--- src/rtl/id_hazard_ctrl.sv ---
// id_hazard_ctrl: ID-stage sequencer with load-use/multiply stalls, branch flush and forwarding selects
module id_hazard_ctrl #(
    parameter int MUL_LATENCY = 3,
    parameter int REG_ADDR_W  = 3
) (
    input  logic                  clock,
    input  logic                  reset_n,
    input  logic                  id_valid,
    input  logic [REG_ADDR_W-1:0] rs,
    input  logic [REG_ADDR_W-1:0] rt,
    input  logic                  rs_used,
    input  logic                  rt_used,
    input  logic [REG_ADDR_W-1:0] dest,
    input  logic                  reg_write,
    input  logic                  is_load,
    input  logic                  is_mul,
    input  logic                  branch_taken,
    output logic                  pc_write,
    output logic                  ifid_write,
    output logic                  ifid_flush,
    output logic                  idex_bubble,
    output logic [1:0]            fwd_a,
    output logic [1:0]            fwd_b,
    output logic                  busy
);
    localparam logic [0:0] RUN      = 1'b0;
    localparam logic [0:0] MUL_BUSY = 1'b1;
    localparam int CW = $clog2(MUL_LATENCY + 1);

    // The WB slot is not tracked: the write-first register bank makes a WB
    // writer visible to ID directly, so no select ever depends on it.
    logic [0:0]            state_q, state_d;
    logic [CW-1:0]         cnt_q, cnt_d;
    logic                  ex_v_q, ex_v_d, ex_wr_q, ex_wr_d, ex_ld_q, ex_ld_d;
    logic [REG_ADDR_W-1:0] ex_dest_q, ex_dest_d, mem_dest_q, mem_dest_d;
    logic                  mem_v_q, mem_v_d, mem_wr_q, mem_wr_d;
    logic [1:0]            fwd_a_q, fwd_a_d, fwd_b_q, fwd_b_d;
    logic                  run, ex_hit_a, ex_hit_b, mem_hit_a, mem_hit_b;
    logic                  load_use, issue, start_mul;

    // Hazard detection, front-end control and next-state computation
    always_comb begin
        run         = state_q == RUN;
        ex_hit_a    = ex_v_q & ex_wr_q & rs_used & (ex_dest_q == rs);
        ex_hit_b    = ex_v_q & ex_wr_q & rt_used & (ex_dest_q == rt);
        mem_hit_a   = mem_v_q & mem_wr_q & rs_used & (mem_dest_q == rs);
        mem_hit_b   = mem_v_q & mem_wr_q & rt_used & (mem_dest_q == rt);
        load_use    = id_valid & ex_ld_q & (ex_hit_a | ex_hit_b);
        pc_write    = run & (branch_taken | ~load_use);
        ifid_write  = run & (branch_taken | ~load_use);
        ifid_flush  = run & branch_taken;
        idex_bubble = run & (branch_taken | load_use);
        busy        = ~run;
        issue       = run & ~branch_taken & ~load_use & id_valid;
        start_mul   = issue & is_mul & (MUL_LATENCY > 1);
        state_d     = run ? (start_mul ? MUL_BUSY : RUN) : (cnt_q == CW'(1) ? RUN : MUL_BUSY);
        cnt_d       = start_mul ? CW'(MUL_LATENCY - 1) : run ? cnt_q : cnt_q - CW'(1);
        ex_v_d      = run ? issue : ex_v_q;
        ex_wr_d     = run ? issue & reg_write : ex_wr_q;
        ex_ld_d     = run ? issue & is_load : ex_ld_q;
        ex_dest_d   = run ? dest : ex_dest_q;
        mem_v_d     = run & ex_v_q;
        mem_wr_d    = ex_wr_q;
        mem_dest_d  = ex_dest_q;
        fwd_a_d     = ~run ? fwd_a_q : ~issue ? 2'b00 : ex_hit_a ? 2'b01 : mem_hit_a ? 2'b10 : 2'b00;
        fwd_b_d     = ~run ? fwd_b_q : ~issue ? 2'b00 : ex_hit_b ? 2'b01 : mem_hit_b ? 2'b10 : 2'b00;
    end

    // State, tag pipeline and forwarding-select registers
    always_ff @(posedge clock or negedge reset_n) begin
        if (!reset_n) begin
            state_q    <= RUN;
            cnt_q      <= '0;
            ex_v_q     <= 1'b0;
            ex_wr_q    <= 1'b0;
            ex_ld_q    <= 1'b0;
            ex_dest_q  <= '0;
            mem_v_q    <= 1'b0;
            mem_wr_q   <= 1'b0;
            mem_dest_q <= '0;
            fwd_a_q    <= 2'b00;
            fwd_b_q    <= 2'b00;
        end else begin
            state_q    <= state_d;
            cnt_q      <= cnt_d;
            ex_v_q     <= ex_v_d;
            ex_wr_q    <= ex_wr_d;
            ex_ld_q    <= ex_ld_d;
            ex_dest_q  <= ex_dest_d;
            mem_v_q    <= mem_v_d;
            mem_wr_q   <= mem_wr_d;
            mem_dest_q <= mem_dest_d;
            fwd_a_q    <= fwd_a_d;
            fwd_b_q    <= fwd_b_d;
        end
    end

    assign fwd_a = fwd_a_q;
    assign fwd_b = fwd_b_q;
endmodule

--- config.mk ---
export PLATFORM = sky130hd
export DESIGN_NAME = id_hazard_ctrl
export DESIGN_NICKNAME = d
export VERILOG_FILES = /design/src/rtl/id_hazard_ctrl.sv
export SDC_FILE = /design/constraint.sdc
export NUM_CORES = 1
export LEC_CHECK = 0
export ABC_AREA = 1
export CORE_MARGIN = 5
export CORE_UTILIZATION = 42
export CTS_BUF_LIST = sky130_fd_sc_hd__clkbuf_16
export CTS_CLUSTER_SIZE = 12
export DETAILED_ROUTE_END_ITERATION = 16
export PLACE_DENSITY = 0.74
export SLEW_MARGIN = 20
export SYNTH_ARGS = -nofsm -noshare
export SYNTH_HDL_FRONTEND = slang
export SYNTH_SLANG_ARGS = --single-unit
--- constraint.sdc ---
create_clock -name clock -period 1.14 [get_ports clock]
set_input_delay 0.228 -clock clock [delete_from_list [all_inputs] [get_ports clock]]
set_output_delay 0.228 -clock clock [all_outputs]
set_load 0.01 [all_outputs]
Word-level counts from Yosys, hierarchy flattened
Index checks and enable logic that the tools add are counted.
- register bits after elaboration: 18
- bits of input ports: 18
- word-level logic and storage cells: 57
- add/sub/neg operators: 1
- equal/unequal tests: 5
- multiplexer cells: 11
- bitwise logic cells: 28
- reductions and logical operators: 1
- operators with widths (cell ; count):
    $and 1x1->1 ; 22
    $mux 2 ; 8
    $eq 3x3->1 ; 4
    $mux 1 ; 3
    $not 1->1 ; 3
    $or 1x1->1 ; 3
    $eq 2x1->1 const B ; 1
    $reduce_bool 2->1 ; 1
    $sub 2x1->2 const B ; 1

Longest topological paths before layout
- word-level depth: 11
- depth in mapped cells: 10

Worst setup path after synthesis
OpenSTA, ideal clock, no wires.
- path kind: reg-to-output
- start point: reg ex_dest_q[0]
- end point: out pc_write
- arrival time: 1.191 ns
- required time: 0.912 ns
- slack: -0.279 ns
- stages on the path, launching flop included: 9
- buffers on the path: 1
- cells stage by stage: dfrtp_1 > inv_2 > nand2_1 > nand2_1 > nor2_2 > nand2_2 > nand2_4 > a31oi_1 > buf_4
- longest elaborated chain between the ends: 7
- elaborated cells on any way between the ends: 9
- those cells by class: 2 x eq/ne; 7 x bitwise
- ends and longest elaborated chain (element ; RTL line ; source):
    start: declaration ; 35 ; logic [REG_ADDR_W-1:0] ex_dest_q, ex_dest_d, mem_dest_q, mem_dest_d;
    start signal: assignment ; 89 ; ex_dest_q <= ex_dest_d;
    $eq 3x3->1, on equally long branches ; 44, 45 ;
    $and 1x1->1, on equally long branches ; 44, 45 ;
    $or 1x1->1 (*) ; 48 ; load_use = id_valid & ex_ld_q & (ex_hit_a | ex_hit_b);
    $and 1x1->1 (*) ; 48 ;
    $not 1->1 (*) ; n/a ;
    $or 1x1->1 (*) ; n/a ;
    $and 1x1->1 (*) ; n/a ;
    end: declaration ; 18 ; output logic pc_write,
Mark *: on every way between the ends. The rest lies on a longest branch, timed or not.

Worst setup path in the final report
- start point: reg ex_dest_q[2]
- end point: out idex_bubble
- longest elaborated chain between the ends: 6
- elaborated cells on any way between the ends: 8
- those cells by class: 2 x eq/ne; 6 x bitwise
- ends and longest elaborated chain (element ; RTL line ; source):
    $eq 3x3->1, on equally long branches ; 44, 45 ;
    $and 1x1->1, on equally long branches ; 44, 45 ;
    $or 1x1->1 (*) ; 48 ;
    $and 1x1->1 (*) ; 48 ;
    $or 1x1->1 (*) ; 52 ; idex_bubble = run & (branch_taken | load_use);
    $and 1x1->1 (*) ; 52 ;
    end: declaration ; 21 ; output logic idex_bubble,
Marked as above.

==> impl_metrics.ini <==
[job]
drv_cap = 0

[yosys]
syn-cell-area_um2 = 989.7
synth.most_common_cell = nand2_1
ys_seq_area_share_pct = 45.51
synth_area_leaders = dfrtp_1 (46%), nand2_1 (13%), inv_1 (5.3%), o21bai_2 (4.6%), nor2_1 (2.7%)
synth_ff_type = dfrtp_1
syn-num-nets = 137
synth.largest_area_cell = dfrtp_1
synth_edf_count = 0
synth_cells = 118
async_reset_ff_share_pct = 100.0
yosysTopAreaCellShare_pct = 45.51
syn_avg_cell_area_um2 = 8.387
synth_cell_types = 26
synthTopCellsByCount = nand2_1 (35), dfrtp_1 (18), inv_1 (14), nor2_1 (7), nand3_1 (5)
ys_warn_count = 0
ys_ff_latch = 18

[final_layout]
areaGrowthSynthToFinish_pct = 63.59
fin_util_pct = 72.49
num_antenna_cells = 0
drive_gt1_share_pct = 38.64
final_nets = 196

[routing]
viasPerCell = 4.623
drc = 0
drtIter0Drc = 11
drtPass1Iterations = 4
drtAntennaViolNets = 0
finalWirelength_um = 2548
wl_per_cell_um = 12.49
vias = 943

[setup_path]
r2r_slack_ns = -0.29
critical_path.top_delay_family = flip-flops
critPathCaptureType = primary output
crit_type = flop to primary output
max_stage_delay_ns = 0.41
path_max_fanout = 4
critPathSlowestCell = dfrtp_1
worstPathArrival_ns = 1.42
critPathBufInv = 2
worstPathCellList = inv_2 -> nand2_2 -> a21oi_2 -> nand2_2 -> nand2_4 -> nand2_4 -> a21oi_2 -> buf_2
startpoint_type = flop
required_ns = 0.91

[die]
die_y_um = 58.55
dieArea_mm2 = 0.003428
ios = 27
initial_core_util_pct = 44.31
die_x_um = 58.55
design.core.area_mm2 = 0.002233
rows = 17

[clock_network]
h-tree-depth = 1
cts_max_path_buffers = 2
clkTransAtPathRegs_ns = 0.05
clock_latency_ns = 0.25
cts_tree = done
clock_sinks = 18
clock-root-buffer = clkbuf_16
cts_buffers = 3

[sta]
whs_ns = 0.3057
fin_crit_sh_pct = 144.8
hold_viol = 0
rsz0062_at_grt = yes
clock_skew_ns = 0.001909
worst_slew_pin_slew_ns = 0.3222
slew_violations = 0
period_minus_slack_ns = 1.650
maxSlewHeadroom_pct = 78.50
setup_slack_ns = -0.5102
fmax_mhz = 606.0
setup-violations-final = 14

[global_routing]
grt_pass1_vias = 960
grt_pass1_wl_um = 4512
grt_use_total_pct = 17.27
grt_overflow = 0
antenna_found_initial = 0
grt_start_max_net_pins = 19

[power]
ir_drop_mv = 1.575
p_leak_nw = 0.8578
powerDensity_mw_per_mm2 = 1916

[outcome]
violations = negative setup slack
status = complete, but fails checks

[placed_design]
dp_hpwl_um = 1877
gp_congestion = 0.8568
io_buffers = 26

[min_path]
hold_path.class = input port to async pin
==> layer usage <==
| layer | vias to the layer above | part of all wire [%] | GRT usage, % |
|---|---|---|---|
| li1 | 480 | - | - |
| met2 | 13 | 55 | 31.58 |
| met4 | 0 | 0.71 | 1.987 |
| met1 | 446 | 41 | 20.68 |
| met3 | 4 | 3.3 | 4.605 |
| met5 | - | 0 | 0 |
==> state kept, by name, summed over array words and instances (netlist names) <==
register and cells:
fwd_b 2, cnt_q 2, fwd_a 2, ex_wr_q 1, ex_ld_q 1, ex_v_q 1, mem_v_q 1, mem_dest_q 3
ex_dest_q 3, mem_wr_q 1, busy 1
==> placed cells by master, fill, tap and decap left out, types with 5 or more instances in the layout <==
| cell type | n |
|---|---|
| clkdlybuf4s50_1 | 8 |
| nand2_2 | 5 |
| nor2_1 | 5 |
| buf_6 | 5 |
| dlygate4sd2_1 | 9 |
| nand2_1 | 32 |
| inv_1 | 13 |
| dfrtp_1 | 17 |
| buf_4 | 27 |
| inv_2 | 5 |
==> worst reg2reg max path, cell delays in order (launching register included) <==
cell and delay (ns):
dfrtp_1 0.41, inv_2 0.09, nand2_2 0.05, a21oi_2 0.15, nand2_2 0.10, buf_4 0.14, buf_4 0.11, buf_4 0.14
nand2_4 0.07, o21bai_4 0.05
==> final cells by class <==
class / count / area [µm²]
Timing Repair Buffer: 56 / 473.0
Tap cell: 28 / 35.03
Multi-Input combinational cell: 79 / 505.5
Fill cell: 182 / 614.3
Clock inverter: 1 / 3.754
Inverter: 19 / 75.07
Clock buffer: 3 / 75.07
Sequential cell: 18 / 451.7
==> per-stage QoR <==
step	setup slack, ns	setup TNS [ns]	power [mW]	cells	cell area [µm²]
2_1_floorplan	-0.1510	-0.3713	1.667	118	1011
3_3_place_gp	-0.9550	-8.648	2.134	189	1438
3_5_place_dp	-1.015	-9.365	2.178	189	1438
4_1_cts	-0.5317	-4.638	2.992	200	1564
5_1_grt	-0.6400	-5.428	3.339	204	1619
6_report	-0.5102	-3.857	3.103	204	1619
==> path summary, 6_finish.rpt <==
| kind | to | start | cells after the start |
|---|---|---|---|
| setup reg to reg | fwd_b[1] | ex_dest_q[2] | 9 |
| hold / removal | mem_dest_q[1] | reset_n | 2 |
| min in group clock | mem_dest_q[2] | ex_dest_q[2] | 0 |
| hold reg to reg | mem_dest_q[2] | ex_dest_q[2] | 0 |
| max in group asynchronous | busy | reset_n | 2 |
| setup / recovery | idex_bubble | ex_dest_q[2] | 8 |
==> cells by family after synthesis <==
logic type | Yosys count | synth area share (%)
flops | 18 | 45.51
compound gates | 13 | 9.987
simple gates | 59 | 29.58
fa+ha+maj | 1 | 1.264
xor+xnor | 6 | 5.311
buf+inv | 21 | 8.343
==> repair_timing <==
| item | in CTS | in global routing |
|---|---|---|
| setup endpoints to repair | 22 | 22 |
| hold endpoints to repair | 0 | 0 |
| buffers inserted | 7 | 5 |
| hold buffers | 0 | 0 |
| resized for setup | 43 | 13 |
| gates cloned | 0 | 0 |
| pin swaps | 7 | 2 |
==> power breakdown <==
group / total [mW] / internal (mW) / switching (mW) / leakage (nW)
Sequential: 1.01 / 0.844 / 0.166 / 0.229
Clock: 0.699 / 0.466 / 0.233 / 0.0385
Combinational: 1.39 / 0.718 / 0.677 / 0.590
Note: power is estimated with default switching activity, not from simulation.
